--- src/rtl/threshold_segmenter.sv ---
// threshold_segmenter: multi-channel energy-triggered segmenter.
// Frames of NUM_CH signed samples are scored by energy (sum of squares) and kept in a
// pre-trigger ring. A frame at or above THRESHOLD_ON starts a segment: the ring is
// flushed oldest-first, then live frames pass straight through until HOLD_FRAMES quiet
// frames in a row or MAX_FRAMES total end the segment.
module threshold_segmenter #(
    parameter int unsigned NUM_CH          = 4,
    parameter int unsigned SAMPLE_W        = 16,
    parameter int unsigned ENERGY_W        = 34,
    parameter int unsigned PRE_DEPTH_INDEX = 4,
    parameter logic [31:0] THRESHOLD_ON    = 32'h0002_0000,
    parameter logic [31:0] THRESHOLD_OFF   = 32'h0001_0000,
    parameter int unsigned HOLD_FRAMES     = 4,
    parameter int unsigned MAX_FRAMES      = 100
) (
    input  logic                       clk,
    input  logic                       rst_n,
    input  logic                       frame_vld,
    input  logic [NUM_CH*SAMPLE_W-1:0] frame_data,
    output logic                       frame_rdy,
    output logic                       transmit_vld,
    output logic [NUM_CH*SAMPLE_W-1:0] transmit_data,
    output logic                       transmit_last,
    input  logic                       transmit_rdy,
    output logic                       read_start_intr,
    output logic                       busy,
    output logic [15:0]                segment_len
);

    localparam int unsigned FrameW = NUM_CH * SAMPLE_W;
    localparam int unsigned Depth  = 2 ** PRE_DEPTH_INDEX;
    localparam int unsigned PtrW   = PRE_DEPTH_INDEX;
    localparam int unsigned CntW   = PRE_DEPTH_INDEX + 1;

    localparam logic [CntW-1:0]     CountFull = CntW'(Depth);
    localparam logic [CntW-1:0]     CntOne    = CntW'(1);
    localparam logic [PtrW-1:0]     PtrOne    = PtrW'(1);
    localparam logic [15:0]         SegOne    = 16'd1;
    localparam logic [15:0]         HoldLast  = 16'(HOLD_FRAMES - 1);
    localparam logic [15:0]         MaxLast   = 16'(MAX_FRAMES - 1);
    localparam logic [ENERGY_W-1:0] OnThr     = ENERGY_W'(THRESHOLD_ON);
    localparam logic [ENERGY_W-1:0] OffThr    = ENERGY_W'(THRESHOLD_OFF);

    typedef enum logic [1:0] {StIdle, StFlush, StLive} state_e;

    state_e              r_state, w_state_nxt;
    logic [FrameW-1:0]   r_ring [Depth];
    logic [PtrW-1:0]     r_wr_ptr, w_wr_ptr_nxt;
    logic [PtrW-1:0]     r_rd_ptr, w_rd_ptr_nxt;
    logic [CntW-1:0]     r_count, w_count_nxt;
    logic [CntW-1:0]     r_flush, w_flush_nxt;
    logic [15:0]         r_seg, w_seg_nxt;
    logic [15:0]         r_quiet, w_quiet_nxt;
    logic [15:0]         r_seg_len, w_seg_len_nxt;
    logic                r_intr, w_intr_nxt;

    logic                          w_ring_we;
    logic [CntW-1:0]               w_count_post;
    logic [ENERGY_W-1:0]           w_energy;
    logic signed [SAMPLE_W-1:0]    w_sample;
    logic signed [2*SAMPLE_W-1:0]  w_sample_ext;
    logic signed [2*SAMPLE_W-1:0]  w_square;
    logic                          w_quiet;
    logic                          w_hot;
    logic                          w_live_last;

    // Frame energy: sum of per-channel squares, always non-negative.
    always_comb begin
        w_energy     = '0;
        w_sample     = '0;
        w_sample_ext = '0;
        w_square     = '0;
        for (int k = 0; k < NUM_CH; k++) begin
            w_sample     = $signed(frame_data[k*SAMPLE_W +: SAMPLE_W]);
            w_sample_ext = {{SAMPLE_W{w_sample[SAMPLE_W-1]}}, w_sample};
            w_square     = w_sample_ext * w_sample_ext;
            w_energy     = w_energy + ENERGY_W'($unsigned(w_square));
        end
    end

    assign w_quiet = (w_energy < OffThr);
    assign w_hot   = (w_energy >= OnThr);

    // Quiet-hold and max-length end conditions share one last flag.
    assign w_live_last = (w_quiet && (r_quiet == HoldLast)) || (r_seg == MaxLast);

    assign w_count_post = (r_count == CountFull) ? r_count : (r_count + CntOne);

    // Next-state and output decode.
    always_comb begin
        w_state_nxt   = r_state;
        w_wr_ptr_nxt  = r_wr_ptr;
        w_rd_ptr_nxt  = r_rd_ptr;
        w_count_nxt   = r_count;
        w_flush_nxt   = r_flush;
        w_seg_nxt     = r_seg;
        w_quiet_nxt   = r_quiet;
        w_seg_len_nxt = r_seg_len;
        w_intr_nxt    = 1'b0;
        w_ring_we     = 1'b0;
        frame_rdy     = 1'b0;
        transmit_vld  = 1'b0;
        transmit_data = '0;
        transmit_last = 1'b0;
        unique case (r_state)
            StIdle: begin
                frame_rdy = 1'b1;
                if (frame_vld) begin
                    w_ring_we    = 1'b1;
                    w_wr_ptr_nxt = r_wr_ptr + PtrOne;
                    w_count_nxt  = w_count_post;
                    if (w_hot) begin
                        // Oldest valid entry; a full ring wraps to the slot after the write.
                        w_rd_ptr_nxt = r_wr_ptr + PtrOne - PtrW'(w_count_post);
                        w_flush_nxt  = w_count_post;
                        w_seg_nxt    = '0;
                        w_intr_nxt   = 1'b1;
                        w_state_nxt  = StFlush;
                    end
                end
            end
            StFlush: begin
                transmit_vld  = 1'b1;
                transmit_data = r_ring[r_rd_ptr];
                if (transmit_rdy) begin
                    w_rd_ptr_nxt = r_rd_ptr + PtrOne;
                    w_seg_nxt    = r_seg + SegOne;
                    w_flush_nxt  = r_flush - CntOne;
                    if (r_flush == CntOne) begin
                        w_quiet_nxt = '0;
                        w_state_nxt = StLive;
                    end
                end
            end
            StLive: begin
                frame_rdy     = transmit_rdy;
                transmit_vld  = frame_vld;
                transmit_data = frame_data;
                transmit_last = w_live_last;
                if (frame_vld && transmit_rdy) begin
                    w_quiet_nxt = w_quiet ? (r_quiet + SegOne) : '0;
                    w_seg_nxt   = r_seg + SegOne;
                    if (w_live_last) begin
                        w_seg_len_nxt = r_seg + SegOne;
                        // Drop pre-trigger history so it never leaks into the next segment.
                        w_count_nxt   = '0;
                        w_state_nxt   = StIdle;
                    end
                end
            end
            default: w_state_nxt = StIdle;
        endcase
    end

    // State and control registers.
    always_ff @(posedge clk or negedge rst_n) begin
        if (!rst_n) begin
            r_state   <= StIdle;
            r_wr_ptr  <= '0;
            r_rd_ptr  <= '0;
            r_count   <= '0;
            r_flush   <= '0;
            r_seg     <= '0;
            r_quiet   <= '0;
            r_seg_len <= '0;
            r_intr    <= 1'b0;
        end else begin
            r_state   <= w_state_nxt;
            r_wr_ptr  <= w_wr_ptr_nxt;
            r_rd_ptr  <= w_rd_ptr_nxt;
            r_count   <= w_count_nxt;
            r_flush   <= w_flush_nxt;
            r_seg     <= w_seg_nxt;
            r_quiet   <= w_quiet_nxt;
            r_seg_len <= w_seg_len_nxt;
            r_intr    <= w_intr_nxt;
        end
    end

    // Ring storage; contents beyond count are never read, so no reset is needed.
    always_ff @(posedge clk) begin
        if (w_ring_we) begin
            r_ring[r_wr_ptr] <= frame_data;
        end
    end

    assign busy            = (r_state != StIdle);
    assign read_start_intr = r_intr;
    assign segment_len     = r_seg_len;

endmodule

--- config.mk ---
export PLATFORM = sky130hd
export DESIGN_NAME = threshold_segmenter
export DESIGN_NICKNAME = d
export VERILOG_FILES = /design/src/rtl/threshold_segmenter.sv
export SDC_FILE = /design/constraint.sdc
export NUM_CORES = 2
export LEC_CHECK = 0
export CORE_MARGIN = 4
export CORE_UTILIZATION = 58
export DETAILED_ROUTE_END_ITERATION = 12
export GPL_TIMING_DRIVEN = 0
export PLACE_DENSITY_LB_ADDON = 0.15
export SETUP_SLACK_MARGIN = 0.02
export SLEW_MARGIN = 30
export SYNTH_ARGS = -nofsm -noshare
export SYNTH_HDL_FRONTEND = slang
export SYNTH_SLANG_ARGS = --single-unit
--- constraint.sdc ---
create_clock -name clk -period 14.8 [get_ports clk]
set_clock_uncertainty 0.1 [all_clocks]
set_input_delay 2.96 -clock clk [delete_from_list [all_inputs] [get_ports clk]]
set_output_delay 2.96 -clock clk [all_outputs]
set_load 0.02 [all_outputs]
==> metrics <==
Crit-path slowest cell or4_4; total gr overflow 0; syn_nets approximately 7700; DR vias/cell 5.88; Layout Utilization approximately two thirds; Root Buffer clkbuf_16; Die Area ~0.15 mm^2; first-pass GRT wire length approximately 320 mm; CP Class primary input to output pin; hold crit path type register to register; Tot GR Track Use between 20 and 30%; Worst-Skew Late Latency 0.67 ns; CP max stage delay 0.59 ns; Finish-stage setup viols 1; DR vias 50300; Initial DRT Pass Iterations 6; Die Y 384 um; Hold Path Depth 1; Initial DRC Count approximately 5000; Synth cell types 74; mapped cell area around 0.082 mm^2; Max Clk Rate around 62 MHz; number of cells on the worst reg-to-reg path 7; internal reg-to-reg setup slack 11.24 ns; pin count of the biggest net entering global routing 45; Max Cap Viol 0; DRC viols 0; max-slew violation count 0; CP top delay family adder cells; crit start category primary input; Routed WL per cell between 20 and 25 um; Tmin final 16.18 ns; HP Start segment_len[3]$_DFFE_PN0P_; # placed instances between 8000 and 9000; Buf/Inv on CP 6; Avg Cell Area, Syn 13.1 um^2; Relative slew margins between 20 and 25%; CTS Buf Count 94; Core Rows 137; vias in the first global route about 54000; ys async rst share under 10%; capture point of the worst reg-to-reg path r_ring[5][4]$_DFFE_PP_; Clk pin slew, worst setup/hold paths 0.07 ns; Slew @ Worst Pin roughly 1.2 ns; status complete, but fails checks; H-tree Lvls 3; Final Hold Violating Endpoints 0; worst r2r src r_state[0]$_DFFE_PN0P_; CP Data Arrival Time 13.12 ns; CTS tree yes; crit end category output pin; Mapped Cells 6265; final worst slack -1.38 ns; failing checks negative setup slack; Worst Path Required ~12 ns; post-route non-filler standard cell count 8565; P&R area growth vs syn 12.4%; Post-synth top flop edfxtp_1; sequential area share after synthesis 39.7%; gpl congestion 0.924; Post-synth EDFFs about 1000; leading area contributor after synthesis edfxtp_1; Die Wd 384 um; hold path endpoint segment_len[3]$_DFFE_PN0P_; Initial Util between 50% and 60%; core area around 0.14 mm^2; unrepaired setup endpoints after global routing true; cell with the most instances after synthesis inv_1; CP dominant cell by count fa_1; Post-DP HPWL around 150 mm; commonest cells in the netlist inv_1 (1384), edfxtp_1 (1024), fa_1 (1015); ratio of cells with drive above 1 in the final layout ~14%; top cell type's share of synthesized area between 30% and 40%; Longest Clk Path Bufs 3; TritonCTS Sinks around 1100; top post-synthesis cells by area edfxtp_1 (38%), fa_1 (25%), mux4_2 (8.8%); nets about 8100; initial antenna violation count 6; ant diodes 0; I/O Buffers roughly 150; Routed WL 209 mm; synth warn 0; total I/O pin count between 150 and 200; register bit total from synthesis between 1000 and 1500; Antenna Nets Post-Route 0; fraction of the cycle the final worst path needs 109%; CP max FO 23; hold_buf cts 0
## worst reg2reg max path, delay by kind of cell, from the launching register on
family / cells / cell delay (ns)
flip-flops: 1 / 0.40
AND/OR/NAND/NOR: 3 / 1.78
buffers and inverters: 3 / 0.78
adder cells (fa/ha/maj): 1 / 0.15
## timing repair
item | CTS | global route
gates resized for setup | 667 | 12
setup buffers | 65 | 0
endpoints found under the setup margin | 66 | 1
gates cloned | 0 | 0
pin swaps | 75 | 4
## layout by cell type, fill, tap and decap left out, drive strengths merged, types with 171 or more instances in the layout
cell | Yosys | final
mux4 | 320 | 320
edfxtp | 1024 | 1024
fa | 1015 | 1015
clkbuf | 170 | 293
nor2 | 171 | 171
nand2 | 385 | 385
ha | 395 | 395
and2 | 204 | 204
inv | 1384 | 1386
buf | 48 | 206
## cell type report
| cell class | count | area [um^2] |
|---|---|---|
| fill | 10300 | 47800 |
| sequential | 1093 | 32500 |
| timing repair buffer | 251 | 2940 |
| multi-input combinational | 3568 | 44000 |
| clock buffer | 118 | 2570 |
| buffer | 217 | 2020 |
| tap | 1876 | 2350 |
| inverter | 1386 | 5220 |
| clock inverter | 56 | 457 |
## kinds of logic (layout without fill, tap and decap cells)
| logic type | count (synthesis) | count (layout) | share of synthesized area (%) |
|---|---|---|---|
| flops | 1093 | 1093 | 39.7 |
| fa+ha+maj | 1410 | 1410 | 30.8 |
| xor+xnor | 189 | 189 | 2.02 |
| buf+inv | 1604 | 2028 | 7.41 |
| compound gates | 494 | 494 | 4.01 |
| simple gates | 1128 | 1128 | 6.85 |
| mux | 347 | 347 | 9.20 |
## stage by stage
| step | setup slack, ns | TNS, ns | hold WS [ns] | area (um^2) |
|---|---|---|---|---|
| global route | -1.82 | -1.82 | 0.422 | 92100 |
| global placement | -4.51 | -104.54 | 0.388 | 85900 |
| floorplan | -0.584 | -0.584 | 0.368 | 82100 |
| detailed placement | -4.47 | -91.39 | 0.395 | 86700 |
| finish | -1.38 | -1.38 | 0.408 | 92100 |
| CTS | -1.32 | -1.32 | 0.410 | 92000 |
## layer usage
metal / track usage [%] / part of all wire [%] / up-vias
met5: 0 / 0 / -
met3: 4.81 / 8.8 / 349
met4: 9.63 / 3.6 / 0
li1: - / - / 21500
met2: 48.5 / 49 / 2226
met1: 40.5 / 39 / 26300
## worst max-delay path by stage
stage | slack [ns] | endpoint | from | cells after the start
2_1_floorplan | -0.58 | transmit_last | frame_data[17] | 40
3_3_place_gp | -4.51 | transmit_last | frame_data[14] | 42
3_5_place_dp | -4.47 | transmit_last | frame_data[6] | 42
4_1_cts | -1.32 | transmit_last | frame_data[15] | 43
5_1_grt | -1.82 | transmit_last | frame_data[12] | 39
6_report | -1.38 | transmit_last | frame_data[24] | 37
## flip-flops by register name, summed over array words and instances, names as in the netlist
signal,cells
r_wr_ptr,4
r_state,2
r_ring,1024
segment_len,16
r_quiet,16
r_count,5
r_flush,5
r_seg,16
read_start_intr,1
r_rd_ptr,4
Power is left out: the tool's default activity adds up to more than one toggle a clock period on the data nets, which glitch-free logic cannot reach.
